$ cat config.mk
export PLATFORM = sky130hd
export DESIGN_NAME = arm_store_buffer_flat
export DESIGN_NICKNAME = d
export VERILOG_FILES = /design/src/rtl/arm_sb_pkg.sv /design/src/rtl/arm_store_buffer_if.sv /design/src/rtl/arm_sb_fifo.sv /design/src/rtl/arm_store_buffer.sv /design/src/flat_wrapper.sv
export SDC_FILE = /design/constraint.sdc
export NUM_CORES = 1
export LEC_CHECK = 0
export CAP_MARGIN = 20
export CORE_MARGIN = 3
export CORE_UTILIZATION = 50
export CTS_BUF_LIST = sky130_fd_sc_hd__clkbuf_4
export DETAILED_ROUTE_END_ITERATION = 6
export HOLD_SLACK_MARGIN = 0.08
export PLACE_DENSITY_LB_ADDON = 0.25
export SLEW_MARGIN = 20
export SYNTH_ARGS = -nofsm -noshare
export SYNTH_HDL_FRONTEND = slang
export SYNTH_SLANG_ARGS = --single-unit
$ cat constraint.sdc
create_clock -name clk -period 3.7 [get_ports clk]
set_clock_uncertainty 0.05 [all_clocks]
set_input_delay 0.74 -clock clk [delete_from_list [all_inputs] [get_ports clk]]
set_output_delay 0.74 -clock clk [all_outputs]
set_load 0.02 [all_outputs]
$ cat src/rtl/arm_sb_pkg.sv
// Shared types for the posted-write store buffer: FSM states and the queued entry.
// The entry address field is sized for the widest supported word address.
package arm_sb_pkg;

  localparam int SB_AW_MAX = 32;

  typedef enum logic [1:0] {
    SB_RUN,
    SB_DRAIN,
    SB_HALTED
  } sb_state_t;

  typedef struct packed {
    logic [SB_AW_MAX-1:0] addr;
    logic [31:0]          data;
    logic [3:0]           be;
  } sb_entry_t;

endpackage

$ cat src/rtl/arm_store_buffer_if.sv
// Core-side (MEM stage) and memory-side bundles of the store buffer.
// master drives requests; slave answers them.
interface arm_sb_core_if #(parameter int AW = 30);
  logic [AW-1:0] core_addr;
  logic [31:0]   core_wdata;
  logic [3:0]    core_we;
  logic          core_rd;
  logic          core_halt;
  logic [31:0]   core_rdata;
  logic          core_stall;
  logic          halted;

  modport master (
    output core_addr, core_wdata, core_we, core_rd, core_halt,
    input  core_rdata, core_stall, halted
  );
  modport slave (
    input  core_addr, core_wdata, core_we, core_rd, core_halt,
    output core_rdata, core_stall, halted
  );
endinterface

interface arm_sb_mem_if #(parameter int AW = 30);
  logic [AW-1:0] mem_rd_addr;
  logic [31:0]   mem_rd_data;
  logic          mem_wr_valid;
  logic          mem_wr_ready;
  logic [AW-1:0] mem_wr_addr;
  logic [31:0]   mem_wr_data;
  logic [3:0]    mem_wr_en;

  modport master (
    output mem_rd_addr, mem_wr_valid, mem_wr_addr, mem_wr_data, mem_wr_en,
    input  mem_rd_data, mem_wr_ready
  );
  modport slave (
    input  mem_rd_addr, mem_wr_valid, mem_wr_addr, mem_wr_data, mem_wr_en,
    output mem_rd_data, mem_wr_ready
  );
endinterface

$ cat src/rtl/arm_sb_fifo.sv
// Store-buffer FIFO: DEPTH entries, wrapping head/tail pointers, occupancy count
// and a per-entry valid vector so the parent can address-match pending stores.
module arm_sb_fifo
  import arm_sb_pkg::*;
#(
  parameter int DEPTH = 4
) (
  input  logic                                clk,
  input  logic                                rst,
  input  logic                                push,
  input  sb_entry_t                           push_entry,
  input  logic                                pop,
  output logic                                full,
  output logic                                empty,
  output sb_entry_t                           head,
  output logic [DEPTH-1:0]                    ent_vld,
  output logic [DEPTH-1:0][SB_AW_MAX-1:0]     ent_addr
);

  localparam int PW = $clog2(DEPTH);
  localparam int CW = PW + 1;

  sb_entry_t        mem_q [DEPTH];
  logic [PW-1:0]    head_ptr, tail_ptr;
  logic [CW-1:0]    count;

  assign full  = (count == CW'(DEPTH));
  assign empty = (count == '0);
  assign head  = mem_q[head_ptr];

  // Parent guarantees push only when !full and pop only when !empty,
  // so the set and clear below never target the same slot.
  always_ff @(posedge clk) begin
    if (rst) begin
      head_ptr <= '0;
      tail_ptr <= '0;
      count    <= '0;
      ent_vld  <= '0;
    end else begin
      if (push) begin
        tail_ptr          <= tail_ptr + PW'(1);
        ent_vld[tail_ptr] <= 1'b1;
      end
      if (pop) begin
        head_ptr          <= head_ptr + PW'(1);
        ent_vld[head_ptr] <= 1'b0;
      end
      case ({push, pop})
        2'b10:   count <= count + CW'(1);
        2'b01:   count <= count - CW'(1);
        default: count <= count;
      endcase
    end
  end

  // Payload storage needs no reset: ent_vld/count qualify every read.
  always_ff @(posedge clk) begin
    if (push) mem_q[tail_ptr] <= push_entry;
  end

  for (genvar i = 0; i < DEPTH; i++) begin : g_addr
    assign ent_addr[i] = mem_q[i].addr;
  end

endmodule

$ cat src/rtl/arm_store_buffer.sv
// Posted-write buffer between MEM stage and data memory: queues stores, drains them
// over a valid/ready port, stalls loads that hit a pending store, drains fully on halt.
module arm_store_buffer
  import arm_sb_pkg::*;
#(
  parameter int DEPTH = 4,
  parameter int AW    = 30
) (
  input  logic          clk,
  input  logic          rst,
  arm_sb_core_if.slave  core,
  arm_sb_mem_if.master  mem
);

  sb_state_t                       state_q, state_d;
  sb_entry_t                       push_entry, head;
  logic                            store_req, push, pop, full, empty, hazard, stall;
  logic [DEPTH-1:0]                ent_vld, hit;
  logic [DEPTH-1:0][SB_AW_MAX-1:0] ent_addr;

  assign store_req  = |core.core_we;
  assign push_entry = '{addr: SB_AW_MAX'(core.core_addr),
                        data: core.core_wdata,
                        be:   core.core_we};

  // Whole-word match; stored addresses are zero-extended the same way as the probe.
  for (genvar i = 0; i < DEPTH; i++) begin : g_hit
    assign hit[i] = ent_vld[i] && (ent_addr[i] == SB_AW_MAX'(core.core_addr));
  end
  assign hazard = |hit;

  arm_sb_fifo #(.DEPTH(DEPTH)) u_fifo (
    .clk        (clk),
    .rst        (rst),
    .push       (push),
    .push_entry (push_entry),
    .pop        (pop),
    .full       (full),
    .empty      (empty),
    .head       (head),
    .ent_vld    (ent_vld),
    .ent_addr   (ent_addr)
  );

  assign pop = mem.mem_wr_valid && mem.mem_wr_ready;

  always_ff @(posedge clk) begin
    if (rst) state_q <= SB_RUN;
    else     state_q <= state_d;
  end

  // A store takes priority over a same-cycle load; the load is simply ignored.
  always_comb begin
    state_d = state_q;
    push    = 1'b0;
    stall   = 1'b0;
    case (state_q)
      SB_RUN: begin
        push  = store_req && !full;
        stall = store_req ? full : (core.core_rd && hazard);
        if (core.core_halt) state_d = SB_DRAIN;
      end
      SB_DRAIN: begin
        stall = store_req || (core.core_rd && hazard);
        if (empty) state_d = SB_HALTED;
      end
      SB_HALTED: begin
        state_d = SB_HALTED;
      end
      default: state_d = SB_RUN;
    endcase
    if (rst) begin
      push  = 1'b0;
      stall = 1'b0;
    end
  end

  assign core.core_stall = stall;
  assign core.core_rdata = mem.mem_rd_data;
  assign core.halted     = (state_q == SB_HALTED);

  assign mem.mem_rd_addr  = core.core_addr;
  assign mem.mem_wr_valid = !empty;
  assign mem.mem_wr_addr  = AW'(head.addr);
  assign mem.mem_wr_data  = head.data;
  assign mem.mem_wr_en    = head.be;

endmodule

$ cat src/flat_wrapper.sv
// flat-port wrapper written by rule: the top's interface ports become plain ports
module arm_store_buffer_flat import arm_sb_pkg::*;
#(
  parameter int DEPTH = 4,
  parameter int AW    = 30
)
  (clk, rst, core_core_addr, core_core_wdata, core_core_we, core_core_rd, core_core_halt, core_core_rdata, core_core_stall, core_halted, mem_mem_rd_addr, mem_mem_wr_valid, mem_mem_wr_addr, mem_mem_wr_data, mem_mem_wr_en, mem_mem_rd_data, mem_mem_wr_ready);
  arm_sb_core_if #(.AW(AW)) core_i ();
  arm_sb_mem_if #(.AW(AW)) mem_i ();
  input  logic clk;
  input  logic rst;
  input wire logic [$bits(core_i.core_addr)-1:0] core_core_addr;
  input wire logic [$bits(core_i.core_wdata)-1:0] core_core_wdata;
  input wire logic [$bits(core_i.core_we)-1:0] core_core_we;
  input wire logic [$bits(core_i.core_rd)-1:0] core_core_rd;
  input wire logic [$bits(core_i.core_halt)-1:0] core_core_halt;
  output wire logic [$bits(core_i.core_rdata)-1:0] core_core_rdata;
  output wire logic [$bits(core_i.core_stall)-1:0] core_core_stall;
  output wire logic [$bits(core_i.halted)-1:0] core_halted;
  output wire logic [$bits(mem_i.mem_rd_addr)-1:0] mem_mem_rd_addr;
  output wire logic [$bits(mem_i.mem_wr_valid)-1:0] mem_mem_wr_valid;
  output wire logic [$bits(mem_i.mem_wr_addr)-1:0] mem_mem_wr_addr;
  output wire logic [$bits(mem_i.mem_wr_data)-1:0] mem_mem_wr_data;
  output wire logic [$bits(mem_i.mem_wr_en)-1:0] mem_mem_wr_en;
  input wire logic [$bits(mem_i.mem_rd_data)-1:0] mem_mem_rd_data;
  input wire logic [$bits(mem_i.mem_wr_ready)-1:0] mem_mem_wr_ready;
  assign core_i.core_addr = core_core_addr;
  assign core_i.core_wdata = core_core_wdata;
  assign core_i.core_we = core_core_we;
  assign core_i.core_rd = core_core_rd;
  assign core_i.core_halt = core_core_halt;
  assign core_core_rdata = core_i.core_rdata;
  assign core_core_stall = core_i.core_stall;
  assign core_halted = core_i.halted;
  assign mem_mem_rd_addr = mem_i.mem_rd_addr;
  assign mem_mem_wr_valid = mem_i.mem_wr_valid;
  assign mem_mem_wr_addr = mem_i.mem_wr_addr;
  assign mem_mem_wr_data = mem_i.mem_wr_data;
  assign mem_mem_wr_en = mem_i.mem_wr_en;
  assign mem_i.mem_rd_data = mem_mem_rd_data;
  assign mem_i.mem_wr_ready = mem_mem_wr_ready;
  arm_store_buffer #(.DEPTH(DEPTH), .AW(AW)) u_core (.clk(clk), .rst(rst), .core(core_i), .mem(mem_i));
endmodule
After elaboration in Yosys (flattened, before gate mapping)

Memory sizes are Yosys's and may differ from the RTL's. A register that Yosys moved wholly into a read port is not among the register bits.
Index checks and enable logic that the tools add are counted.

Equal/unequal tests: 11
$add $sub $neg: 4
Muxes and demuxes: 20
Magnitude comparators: 4
Reductions and logical operators: 18
Bitwise gates (word level): 3

Operators by type and width:

| cell                                                              | count |
|---|---|
| == test 32 x 30 -> 1 bit                                          | 4 |
| 2-to-1 mux 4 bit                                                  | 3 |
| logical AND 1 bit                                                 | 9 |
| 2-to-1 mux 1 bit                                                  | 8 |
| 2-to-1 mux 2 bit                                                  | 4 |
| OR reduction 4 bit                                                | 2 |
| < comparator 2 x 3 -> 1 bit, second input constant                | 2 |
| case mux 2 bit (3 select lines)                                   | 1 |
| case mux 3 bit (2 select lines)                                   | 1 |
| adder 2 x 1 -> 2 bit, second input constant                       | 2 |
| bitwise AND 4 bit                                                 | 1 |
| demux 1 bit (select 2 bit)                                        | 2 |
| == test 2 x 1 -> 1 bit, second input constant                     | 2 |
| == test 2 bit, second input constant                              | 2 |
| greater-or-equal comparator 2 x 1 -> 1 bit, second input constant | 2 |
| NOT 4 bit                                                         | 1 |
| bitwise OR 4 bit                                                  | 1 |
| adder 3 x 1 -> 3 bit, second input constant                       | 1 |
| == test 3 bit, second input constant                              | 1 |
| zero test 3 bit                                                   | 1 |
| subtractor 3 x 1 -> 3 bit, second input constant                  | 1 |
| zero test 1 bit                                                   | 2 |
| zero test 2 bit                                                   | 1 |
| != test 2 x 1 -> 1 bit, second input constant                     | 1 |
| 5 further kinds                                                   | 5 |

Register bits after elaboration: 13
Memory bits (writable): 264
Memories: 1
Output and inout port bits: 131
Word-level logic and storage cells: 66

Memory list:

| name                | words | width | read ports | clocked after Yosys merged registers in | write ports | RTL line          | RTL |
|---|---|---|---|---|---|---|---|
| u_core.u_fifo.mem_q | 4     | 66    | 5          | 1                                       | 1           | arm_sb_fifo.sv:23 | `sb_entry_t mem_q [DEPTH];` |

Longest topological paths before layout

Gate-level depths: netlist of run 1.

Depth after elaboration: 9
Gate-level depth with buffers: 11
Depth with buffers taken out: 11

By module

A second synthesis of run 1 with hierarchy kept.

Cells, all modules: 812
Area total of the unflattened synthesis: 13549.2 um^2

By module, submodules not included:

| module           | times used | seq. area each (um^2) | area each (um^2) | cells each |
|---|---|---|---|---|
| arm_sb_fifo      | 1          | 8428.1                | 11419.7          | 549 |
| arm_store_buffer | 1          | 40.0                  | 2129.5           | 263 |

Least setup slack after synthesis of run 1

Ideal clock, no wire load.

Path kind: in2reg
Start: input port core_core_we[0]
End: memory u_core.u_fifo.mem_q[0][0] (netlist name), enable pin
Buffers on the path: 0
Arrival time: 2965 ps
Slack: 254 ps
Stages: 5
Cell sequence: or4_1 a21boi_0 inv_1 nor3_1 and2_1

Longest elaborated chain between the ends: 6

RTL lines:

| item                                   | RTL line               | RTL |
|---|---|---|
| start: declaration                     | flat_wrapper.sv:14     | `input wire logic [$bits(core_i.core_we)-1:0] core_core_we;` |
| OR reduction 4 bit                     | arm_store_buffer.sv:21 | `assign store_req = \|core.core_we;` |
| logical AND 1 bit                      | arm_store_buffer.sv:59 | `push = store_req && !full;` |
| 2-to-1 mux 1 bit                       | arm_store_buffer.sv:57 | `case (state_q)` |
| 2-to-1 mux 1 bit                       | arm_store_buffer.sv:72 | `if (rst) begin` |
| 2-to-1 mux 1 bit                       | arm_sb_fifo.sv:58      | `if (push) mem_q[tail_ptr] <= push_entry;` |
| 2-to-1 mux 1 bit (implied by the code) | arm_sb_fifo.sv:58      |  |
| end: declaration                       | arm_sb_fifo.sv:23      |  |

Every way passes these cells.

Worst setup path in the final report of run 1

Start: input port core_core_addr[16]
End: output port core_core_stall

Longest elaborated chain between the ends: 7
Elaborated cells between the ends (all ways): 14

RTL lines:

| item                                                        | RTL line                                       | RTL |
|---|---|---|
| start: declaration                                          | flat_wrapper.sv:12                             | `input wire logic [$bits(core_i.core_addr)-1:0] core_core_addr;` |
| == test 32 x 30 -> 1 bit                                    | arm_store_buffer.sv:28                         | `assign hit[i] = ent_vld[i] && (ent_addr[i] == SB_AW_MAX'(core.core_addr));` |
| logical AND 1 bit                                           | arm_store_buffer.sv:28                         |  |
| OR reduction 4 bit (*)                                      | arm_store_buffer.sv:30                         | `assign hazard = \|hit;` |
| logical AND 1 bit (*)                                       | arm_store_buffer.sv:60, arm_store_buffer.sv:64 |  |
| 2-to-1 mux 1 bit / logical OR 1 bit (equally long branches) | arm_store_buffer.sv:60, arm_store_buffer.sv:64 |  |
| case mux 1 bit (2 select lines) (*)                         | arm_store_buffer.sv:57                         |  |
| 2-to-1 mux 1 bit (*)                                        | arm_store_buffer.sv:72                         |  |
| end: declaration                                            | flat_wrapper.sv:18                             | `output wire logic [$bits(core_i.core_stall)-1:0] core_core_stall;` |

Every way passes the cells marked *; elsewhere a longest branch is shown, timed or not.

==> key figures, run 1 <==
Synth
  • Simple-gate area share of the yosys netlist: 2.931%
  • Mux cell area share after synthesis: 12.30%
  • Post-Synthesis Cells: 673
  • Post-synthesis adder-cell area fraction: 1.389%
  • Largest family of logic cells by synthesized area: multiplexers
  • Post-synthesis average cell area: 18.20 um^2
  • Post-synthesis xor/xnor area fraction: 9.478%
  • Share of synthesized area occupied by flip-flops and latches: 67.16%
  • Total nets after synthesis: 789
  • Flip-flop and latch count after synthesis: 279
  • Post-synth cell types: 31
  • Netlist area before placement: 12250 um^2
  • Synthesis warning total: 0
  • Synthesized-area fraction occupied by ao, oa, aoi and oai cells: 1.011%

Setup path
  • Capture point of the worst reg-to-reg path: u_core.u_fifo.count[2]$_SDFFE_PP0P_
  • Startpoint Class: primary input
  • Register-to-Register Path Depth: 8
  • Worst Path Max Fanout: 5
  • Reg2reg start: u_core.u_fifo.count[0]$_SDFFE_PP0P_
  • Critical Path Sink Type: output pin
  • Critical Path Sink: core_core_stall
  • Launch point of the critical path: core_core_addr[16]
  • Register-to-register path setup slack: 1.34 ns
  • Critical setup path kind: primary input to output pin
  • Worst EP arrival: 2.82 ns
  • Worst Path Required: 2.91 ns

Clock tree
  • Bufs on Longest Clock Path: 3
  • Clock net sink count: 279
  • Clk_lat worst skew: 0.65 ns
  • H-tree levels: 3
  • CTS clk-pin slew, worst paths: 0.06 ns
  • CTS Root Cell: sky130_fd_sc_hd__clkbuf_4
  • Inserted Clock Buffers: 70
  • TritonCTS clock tree: done

Placement
  • DP Area: 14420 um^2
  • Count of buffers from port buffering: 169
  • Placed Cells: 1142
  • Post-DP HPWL: 19.01 mm
  • Minimum setup slack after placement: -0.5882 ns
  • Final GP Congestion: 0.8361

Drt
  • Vias after detailed routing: 6900
  • Via/cell ratio: 5.370
  • 1st-pass router iterations: 5
  • Number of remaining DRC errors: 0
  • Routed wire length per instance: 21.78 um
  • Wirelength, routed: 27.98 mm
  • First DRT Iteration DRCs: 484
  • Residual antenna-violating net count after detailed routing: 0

Power and ir drop
  • Power density normalized to cell area: 648.4 nW/um^2
  • Maximum vdd drop: 0.4715 mV
  • Static Leak: 5.428 nW
  • Total power: 10.21 mW

Floorplanning
  • Top-level port count: 234
  • Initial standard-cell utilization of the core: 51.58%
  • Floorplan row count: 56
  • Core Region: 23750 um^2
  • DIE AREA: 26410 um^2
  • Y dimension of the die: 162.5 um
  • Horizontal extent of the die: 162.5 um

Timing
  • Smallest hold slack: 0.3179 ns
  • Worst relative slew slack: 67.86%
  • Setup slack of the critical path after layout: 0.09302 ns
  • Number of slew-limit violations in the final report: 0
  • Crit share post-route: 97.49%
  • Worst-margin pin slew: 0.4804 ns
  • Final count of hold timing violations: 0
  • Clock period minus worst slack: 3.607 ns
  • Finish-stage setup viols: 0
  • Achievable clock frequency: 277.2 MHz

Global routing
  • Global-route wire length before repair: 41.99 mm
  • Largest net degree at the start of global routing: 35
  • Vias in the first global route: 7468
  • Global routing usage summed across all routing layers: 21.15%
  • GR Overflow Total: 0
  • Antenna violations before repair: 2

Run status
  • Run status: finished, final reports clean

Cells and area
  • Area of combinational cells with multiple inputs: 3588 um^2
  • Area added between synthesis and finish: 28.50%
  • Layout cell share with drive strength beyond 1: 34.13%
  • Final Instance Area: 15740 um^2
  • Non-filler cells, final: 1285
  • Register area: 8233 um^2
  • Number of filler instances in the final layout: 1649
  • Fin nets: 1036

Min path
  • Type of the most critical hold path: primary input to flop

Run
  • Number of maximum-capacitance violations: 0
## worst min-delay path by stage
stage                                        start                                    to  slack (ns)  cells past startpoint
2_1_floorplan  u_core.u_fifo.count[2]$_SDFFE_PP0P_   u_core.u_fifo.count[2]$_SDFFE_PP0P_        0.41                      2
3_3_place_gp   u_core.u_fifo.count[2]$_SDFFE_PP0P_   u_core.u_fifo.count[2]$_SDFFE_PP0P_        0.43                      2
3_5_place_dp   u_core.u_fifo.count[2]$_SDFFE_PP0P_   u_core.u_fifo.count[2]$_SDFFE_PP0P_        0.47                      2
4_1_cts                         core_core_addr[25]  u_core.u_fifo.mem_q[2][61]$_DFFE_PP_        0.41                      2
5_1_grt                          core_core_addr[8]  u_core.u_fifo.mem_q[0][44]$_DFFE_PP_        0.32                      1
6_report                         core_core_addr[8]  u_core.u_fifo.mem_q[0][44]$_DFFE_PP_        0.32                      1
## final cells by class
| cell class | instances | share of cell area, % |
|---|---|---|
| Antenna cell | 2 | 0.03179 |
| Clock inverter | 13 | 0.4531 |
| Clock buffer | 103 | 4.912 |
| Multi-Input combinational cell | 287 | 22.80 |
| Timing Repair Buffer | 270 | 16.68 |
| Tap cell | 319 | 2.536 |
| Sequential cell | 279 | 52.30 |
| Inverter | 12 | 0.2861 |
## cells by family after synthesis
family          count (synthesis)
flops                         279
xor+xnor                      124
buf+inv                       107
mux                            68
simple gates                   63
compound gates                 19
fa+ha+maj                      13
## worst max-delay path, cell delays in order
cell and delay, ns:
sky130_fd_sc_hd__dlygate4sd2_1 0.24, sky130_fd_sc_hd__buf_6 0.12, sky130_fd_sc_hd__buf_4 0.12, sky130_fd_sc_hd__xnor2_1 0.16, sky130_fd_sc_hd__nand4_1 0.13, sky130_fd_sc_hd__nor4_2 0.30
sky130_fd_sc_hd__buf_4 0.15, sky130_fd_sc_hd__nand4_1 0.07, sky130_fd_sc_hd__and3_4 0.22, sky130_fd_sc_hd__a2111oi_4 0.27, sky130_fd_sc_hd__buf_4 0.17, sky130_fd_sc_hd__buf_6 0.11
## synthesized netlist by cell type (all sizes together)
master | n | area [um^2]
edfxtp | 264 | 7928
buf | 84 | 611.8
xnor2 | 78 | 758.2
mux4 | 66 | 1486
xor2 | 46 | 402.9
nand4 | 23 | 143.9
nor4 | 16 | 100.1
dfxtp | 15 | 300.3
nor2 | 13 | 48.80
ha | 12 | 150.1
inv | 12 | 45.04
clkbuf | 11 | 45.04
a21oi | 9 | 45.04
a211oi | 5 | 37.54
and2 | 5 | 31.28
mux2i | 2 | 20.02
o21ai | 2 | 10.01
or3 | 2 | 12.51
a2111oi | 1 | 15.01
a21boi | 1 | 7.510
a41oi | 1 | 8.760
and3 | 1 | 6.260
fa | 1 | 20.02
nand2 | 1 | 3.750
nor3 | 1 | 5.000
or4 | 1 | 7.510
## sequential cells by signal, indices dropped and copies added, names as in the netlist, named ones only
register,cells
u_core.u_fifo.mem_q,264
u_core.state_q,2
u_core.u_fifo.count,3
u_core.u_fifo.head_ptr,2
u_core.u_fifo.tail_ptr,2
u_core.u_fifo.ent_vld,4
## metrics by stage
step                      util (%)   TNS [ns]
after floorplan                  -          0
after global placement       60.71    -0.6550
after detailed placement     60.71    -0.5953
after CTS                    65.69          0
after global routing         66.26  -0.006907
final                        66.27          0
## power breakdown
group          leakage (nW)  internal, mW  switching [mW]  total, mW
Clock                 0.504          1.27            1.19       2.46
Sequential             2.53          3.97           0.246       4.22
Combinational          2.39          1.76            1.77       3.53
Total                  5.43          7.00            3.20       10.2
## routing by layer
layer / track usage (%) / vias up / wire [um]
li1: - / 3080 / -
met1: 26.72 / 3451 / 10880
met2: 34.95 / 323 / 13910
met3: 6.867 / 46 / 2619
met4: 6.941 / 0 / 575
met5: 0 / - / 0
## placed cells by master (no fill, tap or decap), types with 20 or more instances in the layout
| master | netlist | final |
|---|---|---|
| sky130_fd_sc_hd__edfxtp_1 | 264 | 264 |
| sky130_fd_sc_hd__clkdlybuf4s50_1 | 0 | 140 |
| sky130_fd_sc_hd__clkbuf_4 | 0 | 103 |
| sky130_fd_sc_hd__buf_4 | 65 | 77 |
| sky130_fd_sc_hd__mux4_2 | 66 | 66 |
| sky130_fd_sc_hd__xnor2_1 | 68 | 50 |
| sky130_fd_sc_hd__xor2_1 | 46 | 46 |
| sky130_fd_sc_hd__xnor2_2 | 10 | 26 |
| sky130_fd_sc_hd__nand4_1 | 23 | 23 |
| sky130_fd_sc_hd__dlygate4sd2_1 | 0 | 20 |
## what timing repair did
action,in CTS,in global routing
setup endpoints to repair,1,1
setup buffers,17,8
pin swaps,19,17
gates resized for setup,65,20
hold buffers,0,0
(Power assumes the default switching activity.)
==> run 2, diff against run 1 <==
--- a/config.mk
+++ b/config.mk
@@ -7,7 +7,7 @@
 export LEC_CHECK = 0
 export CAP_MARGIN = 20
 export CORE_MARGIN = 3
-export CORE_UTILIZATION = 50
+export CORE_UTILIZATION = 39
 export CTS_BUF_LIST = sky130_fd_sc_hd__clkbuf_4
 export DETAILED_ROUTE_END_ITERATION = 6
 export HOLD_SLACK_MARGIN = 0.08
@@ -15,4 +15,5 @@
 export SLEW_MARGIN = 20
 export SYNTH_ARGS = -nofsm -noshare
 export SYNTH_HDL_FRONTEND = slang
+export SYNTH_HIERARCHICAL = 1
 export SYNTH_SLANG_ARGS = --single-unit
==> constraint.sdc (replaced) <==
create_clock -name clk -period 3.7 [get_ports clk]
set_clock_uncertainty 0.05 [all_clocks]
set_input_delay 0.555 -clock clk [delete_from_list [all_inputs] [get_ports clk]]
set_output_delay 0.555 -clock clk [all_outputs]
set_load 0.02 [all_outputs]
==> key figures, run 2 <==
Run status
  • Run status: finished, final reports clean

Placement
  • Post-DP HPWL: 19.86 mm
  • Final GP Congestion: 0.7863
  • Count of buffers from port buffering: 169
  • Minimum setup slack after placement: -0.4941 ns
  • Placed Cells: 1307

Setup path
  • Critical path's slowest cell: sky130_fd_sc_hd__edfxtp_1
  • Critical setup path kind: flop to output pin
  • Worst EP arrival: 2.89 ns
  • Worst Path Max Fanout: 2
  • Startpoint Class: flop
  • Critical path cell sequence: xnor2_2 > buf_4 > nand4_1 > nor4_4 > nand4_1 > and3_4 > a2111oi_4 > buf_4 > buf_2
  • Largest stage delay, worst path: 0.42 ns
  • Worst Path Required: 3.09 ns
  • Critical Path Sink Type: output pin

Clock tree
  • H-tree levels: 3
  • Inserted Clock Buffers: 77
  • Clk_lat worst skew: 0.68 ns
  • CTS clk-pin slew, worst paths: 0.06 ns
  • TritonCTS clock tree: done
  • CTS Root Cell: sky130_fd_sc_hd__clkbuf_4
  • Post-cts hold buffer count: 0
  • Bufs on Longest Clock Path: 3
  • Clock net sink count: 287

Timing
  • Finish-stage setup viols: 0
  • Number of slew-limit violations in the final report: 0
  • RSZ-0062 raised after global routing: false
  • Worst-margin pin slew: 0.6267 ns
  • Worst relative slew slack: 58.22%
  • Achievable clock frequency: 286.3 MHz
  • Final count of hold timing violations: 0
  • Setup slack of the critical path after layout: 0.2066 ns
  • Crit share post-route: 94.42%
  • Clock period minus worst slack: 3.493 ns

Power and ir drop
  • Total internal power: 7.292 mW
  • Logic pwr share: 34.9%
  • Maximum vdd drop: 0.3819 mV
  • Clock Power Share: 23.8%
  • Sw power: 3.394 mW
  • Share of power burned in registers: 41.2%
  • Static Leak: 5.319 nW
  • Net switching fraction of the power: 31.76%
  • Power density normalized to cell area: 668.4 nW/um^2

Drt
  • Via/cell ratio: 4.768
  • 1st-pass router iterations: 4
  • Vias after detailed routing: 6838
  • Routed wire length per instance: 20.33 um
  • Number of remaining DRC errors: 0
  • Residual antenna-violating net count after detailed routing: 0
  • First DRT Iteration DRCs: 379
  • Wirelength, routed: 29.16 mm

Floorplanning
  • DIE AREA: 36890 um^2
  • Y dimension of the die: 192.1 um
  • Initial standard-cell utilization of the core: 39.87%
  • Horizontal extent of the die: 192.1 um
  • Floorplan row count: 67
  • Top-level port count: 234
  • Core Region: 33870 um^2

Cells and area
  • Non-filler cells, final: 1434
  • Number of flip-flops in the largest register: 272
  • Registers with the most flip-flops: u_core/u_fifo/mem_q (272), u_core/u_fifo/ent_vld (4), u_core/u_fifo/count (3)
  • Fin nets: 1055
  • Area added between synthesis and finish: 18.39%
  • Fin util: 47.21%
  • Register with the most flip-flops: u_core/u_fifo/mem_q
  • Leading cell types in the layout, fill and taps excluded: 272 x sky130_fd_sc_hd__edfxtp_1, 164 x sky130_fd_sc_hd__clkdlybuf4s50_1, 103 x sky130_fd_sc_hd__clkbuf_4, 80 x sky130_fd_sc_hd__xnor2_1, 75 x sky130_fd_sc_hd__buf_4
  • Layout cell share with drive strength beyond 1: 29.70%
  • Most common cell after layout, fill and taps aside: sky130_fd_sc_hd__edfxtp_1

Global routing
  • Vias in the first global route: 7321
  • Largest net degree at the start of global routing: 49
  • Global-route wire length before repair: 43.89 mm
  • Antenna violations before repair: 4
  • GR Overflow Total: 0
  • Global routing usage summed across all routing layers: 16.06%

Synth
  • Synthesis warning total: 6
  • Post-synthesis average cell area: 16.67 um^2
  • Netlist area before placement: 13500 um^2
  • Post-Synthesis Cells: 810

Min path
  • Type of the most critical hold path: primary input to flop

Run
  • Number of maximum-capacitance violations: 0
==> run 2: metal layers <==
metal / GRT usage, % / vias up / wire (um)
met4: 5.184 / 4 / 581
met2: 25.31 / 259 / 13740
met1: 20.95 / 3384 / 12330
li1: - / 3129 / -
met3: 5.548 / 62 / 2476
met5: 0 / - / 26
==> run 2: timing repair <==
| item | CTS | global route |
|---|---|---|
| endpoints found under the setup margin | 1 | 1 |
| pin swaps | 2 | 4 |
| resized for setup | 13 | 10 |
| setup buffers | 0 | 0 |
==> run 2: critical path: cells and delay by family (launching register included) <==
kind            cells  cell delay, ns
xor+xnor            1            0.19
flops               1            0.42
simple gates        4            0.80
compound gates      1            0.33
buf+inv             3            0.45
==> run 2: per-stage QoR <==
stage          hold WS, ns  area, um^2  setup TNS (ns)  total power [mW]
5_1_grt             0.1928       15980               0             11.29
6_report            0.2414       15990               0             10.69
2_1_floorplan       0.3903       13530               0             6.860
3_5_place_dp        0.4128       15000         -0.4941             8.260
3_3_place_gp        0.4017       15000         -0.4690             8.265
4_1_cts             0.3273       15930               0             10.91
==> run 2: cell type report <==
type / count / area [um^2]
diodes: 3 / 7.507
clock buffers: 103 / 773.2
clock inverters: 21 / 107.6
fillers: 2978 / 17880
inverters: 12 / 45.04
multi-input cells: 301 / 3462
flip-flops and latches: 287 / 8476
well taps: 448 / 560.5
repair buffers: 259 / 2556
==> run 2: final timing paths <==
kind                                                           start  depth (start not counted)  slack (ns)                                    to
worst min register to register   u_core/u_fifo/ent_vld[2]$_SDFF_PP0_                          1        0.42   u_core/u_fifo/ent_vld[2]$_SDFF_PP0_
worst max-delay path            u_core/u_fifo/mem_q[3][47]$_DFFE_PP_                          9        0.21                       core_core_stall
worst max register to register        u_core/state_q[0]$_SDFFE_PP0P_                         11        1.35   u_core/u_fifo/count[2]$_SDFFE_PP0P_
worst min-delay path                               core_core_addr[6]                          1        0.24  u_core/u_fifo/mem_q[0][42]$_DFFE_PP_
==> run 2: power by group through the flow <==
stage          Sequential [mW]  Combinational [mW]  Clock (mW)
2_1_floorplan             4.33                2.53           0
3_3_place_gp              4.46                3.80           0
3_5_place_dp              4.48                3.78           0
4_1_cts                   4.41                3.82        2.68
5_1_grt                   4.46                4.00        2.83
6_report                  4.40                3.73        2.55
==> run 3, diff against run 2 <==
--- a/config.mk
+++ b/config.mk
@@ -7,11 +7,12 @@
 export LEC_CHECK = 0
 export CAP_MARGIN = 20
 export CORE_MARGIN = 3
-export CORE_UTILIZATION = 39
+export CORE_UTILIZATION = 45
 export CTS_BUF_LIST = sky130_fd_sc_hd__clkbuf_4
 export DETAILED_ROUTE_END_ITERATION = 6
 export HOLD_SLACK_MARGIN = 0.08
 export PLACE_DENSITY_LB_ADDON = 0.25
+export SKIP_LAST_GASP = 1
 export SLEW_MARGIN = 20
 export SYNTH_ARGS = -nofsm -noshare
 export SYNTH_HDL_FRONTEND = slang
==> key figures, run 3 (synthesis gave the netlist of run 2 again) <==
Run status
  • Run status: finished, final reports clean

Clock tree
  • Setup fix buffers added after clock tree synthesis: 0
  • H-tree levels: 3
  • Inserted Clock Buffers: 75
  • CTS Root Cell: sky130_fd_sc_hd__clkbuf_4
  • TritonCTS clock tree: done
  • Clock net sink count: 287
  • Bufs on Longest Clock Path: 3
  • CTS clk-pin slew, worst paths: 0.07 ns
  • Clk_lat worst skew: 0.62 ns
  • Post-cts hold buffer count: 0

Placement
  • Minimum setup slack after placement: -0.5736 ns
  • Placed Cells: 1231
  • Count of buffers from port buffering: 169
  • Final GP Congestion: 0.8596
  • Post-DP HPWL: 19.37 mm

Drt
  • Number of remaining DRC errors: 0
  • Vias after detailed routing: 6873
  • 1st-pass router iterations: 5
  • Wirelength, routed: 28.37 mm
  • First DRT Iteration DRCs: 436
  • Residual antenna-violating net count after detailed routing: 0
  • Via/cell ratio: 5.054
  • Routed wire length per instance: 20.86 um

Cells and area
  • Register with the most flip-flops: u_core/u_fifo/mem_q
  • Number of filler instances in the final layout: 2388
  • Registers with the most flip-flops: u_core/u_fifo/mem_q (272), u_core/u_fifo/ent_vld (4), u_core/u_fifo/count (3)
  • Layout cell share with drive strength beyond 1: 29.74%
  • Non-filler cells, final: 1360
  • Area added between synthesis and finish: 17.38%
  • Leading cell types in the layout, fill and taps excluded: 272 x sky130_fd_sc_hd__edfxtp_1, 163 x sky130_fd_sc_hd__clkdlybuf4s50_1, 114 x sky130_fd_sc_hd__clkbuf_4, 80 x sky130_fd_sc_hd__xnor2_1
  • Number of flip-flops in the largest register: 272
  • Fin nets: 1041
  • Most common cell after layout, fill and taps aside: sky130_fd_sc_hd__edfxtp_1

Timing
  • Crit share post-route: 95.02%
  • RSZ-0062 raised after global routing: false
  • Worst relative slew slack: 60.15%
  • Worst-margin pin slew: 0.5977 ns
  • Number of slew-limit violations in the final report: 0
  • Clock period minus worst slack: 3.516 ns
  • Final count of hold timing violations: 0
  • Finish-stage setup viols: 0
  • Setup slack of the critical path after layout: 0.1841 ns
  • Achievable clock frequency: 284.4 MHz

Setup path
  • Worst Path Max Fanout: 6
  • Startpoint Class: primary input
  • Critical setup path kind: primary input to output pin
  • Critical path's slowest cell: sky130_fd_sc_hd__clkdlybuf4s50_1
  • Largest stage delay, worst path: 0.43 ns
  • Buffers plus inverters on the worst setup path: 4
  • Worst path top cell family by delay: buffers and inverters
  • Worst Path Required: 3.09 ns
  • Critical path cell sequence: clkdlybuf4s50_1 > buf_4 > xnor2_1 > nand4_1 > nor4_2 > nand4_1 > and3_2 > a2111oi_4 > buf_4 > buf_2
  • Worst EP arrival: 2.91 ns
  • Critical Path Sink Type: output pin

Global routing
  • GR Overflow Total: 0
  • Largest net degree at the start of global routing: 42
  • Vias in the first global route: 7535
  • Antenna violations before repair: 1
  • Global routing usage summed across all routing layers: 17.95%
  • Global-route wire length before repair: 43.19 mm

Power and ir drop
  • Power density normalized to cell area: 687.4 nW/um^2
  • Maximum vdd drop: 0.4587 mV
  • Static Leak: 5.309 nW

Floorplanning
  • Core Region: 29170 um^2
  • Initial standard-cell utilization of the core: 46.30%
  • Floorplan row count: 62
  • Y dimension of the die: 179.2 um
  • DIE AREA: 32120 um^2
  • Top-level port count: 234
  • Horizontal extent of the die: 179.2 um

Run
  • Number of maximum-capacitance violations: 0

Min path
  • Type of the most critical hold path: primary input to flop
-- run 3: stage by stage --
step / hold WS [ns] / cell area [um^2] / utilization (%) / setup TNS [ns] / total power [mW]
5_1_grt: 0.3400 / 15850 / 54.35 / 0 / 11.48
3_3_place_gp: 0.4096 / 14790 / 50.71 / -0.5593 / 8.186
2_1_floorplan: 0.3903 / 13530 / - / 0 / 6.860
4_1_cts: 0.4189 / 15790 / 54.14 / 0 / 11.08
6_report: 0.3835 / 15850 / 54.35 / 0 / 10.90
3_5_place_dp: 0.4206 / 14790 / 50.71 / -0.5736 / 8.265
-- run 3: repair_timing --
action,CTS,global route
endpoints found under the setup margin,1,1
endpoints found under the hold margin,0,0
pin swaps,1,2
gates resized for setup,10,12
-- run 3: area by class of cell --
type / instances / area (um^2) / share of cell area [%]
Tap cell: 384 / 480.5 / 3.031
Clock buffer: 114 / 855.8 / 5.399
Timing Repair Buffer: 247 / 2427 / 15.31
Sequential cell: 287 / 8476 / 53.47
Clock inverter: 14 / 111.4 / 0.7025
Multi-Input combinational cell: 301 / 3453 / 21.79
Antenna cell: 1 / 2.502 / 0.01579
Inverter: 12 / 45.04 / 0.2842
-- run 3: worst paths after layout --
| path | start | end | slack, ns | depth (start not counted) |
|---|---|---|---|---|
| hold reg to reg | u_core/u_fifo/ent_vld[2]$_SDFF_PP0_ | u_core/u_fifo/ent_vld[2]$_SDFF_PP0_ | 0.43 | 1 |
| setup / recovery | core_core_addr[7] | core_core_stall | 0.18 | 10 |
| hold / removal | core_core_addr[1] | u_core/u_fifo/mem_q[0][37]$_DFFE_PP_ | 0.38 | 2 |
| setup reg to reg | u_core/state_q[0]$_SDFFE_PP0P_ | u_core/u_fifo/count[2]$_SDFFE_PP0P_ | 1.29 | 11 |
-- run 3: routing by layer --
metal | GRT usage, % | part of all wire, % | wire [um]
met1 | 22.92 | 40 | 11470
met2 | 29.64 | 50 | 14060
met3 | 5.294 | 8.6 | 2452
met4 | 5.735 | 1.4 | 389
met5 | 0 | 0 | 0
-- run 3: where the power goes --
part           leakage, nW  total [mW]  switching [mW]  internal [mW]
registers             2.60        4.43           0.303           4.13
clock network        0.580        2.74            1.21           1.54
logic                 2.13        3.72            1.85           1.87
total                 5.31        10.9            3.36           7.53
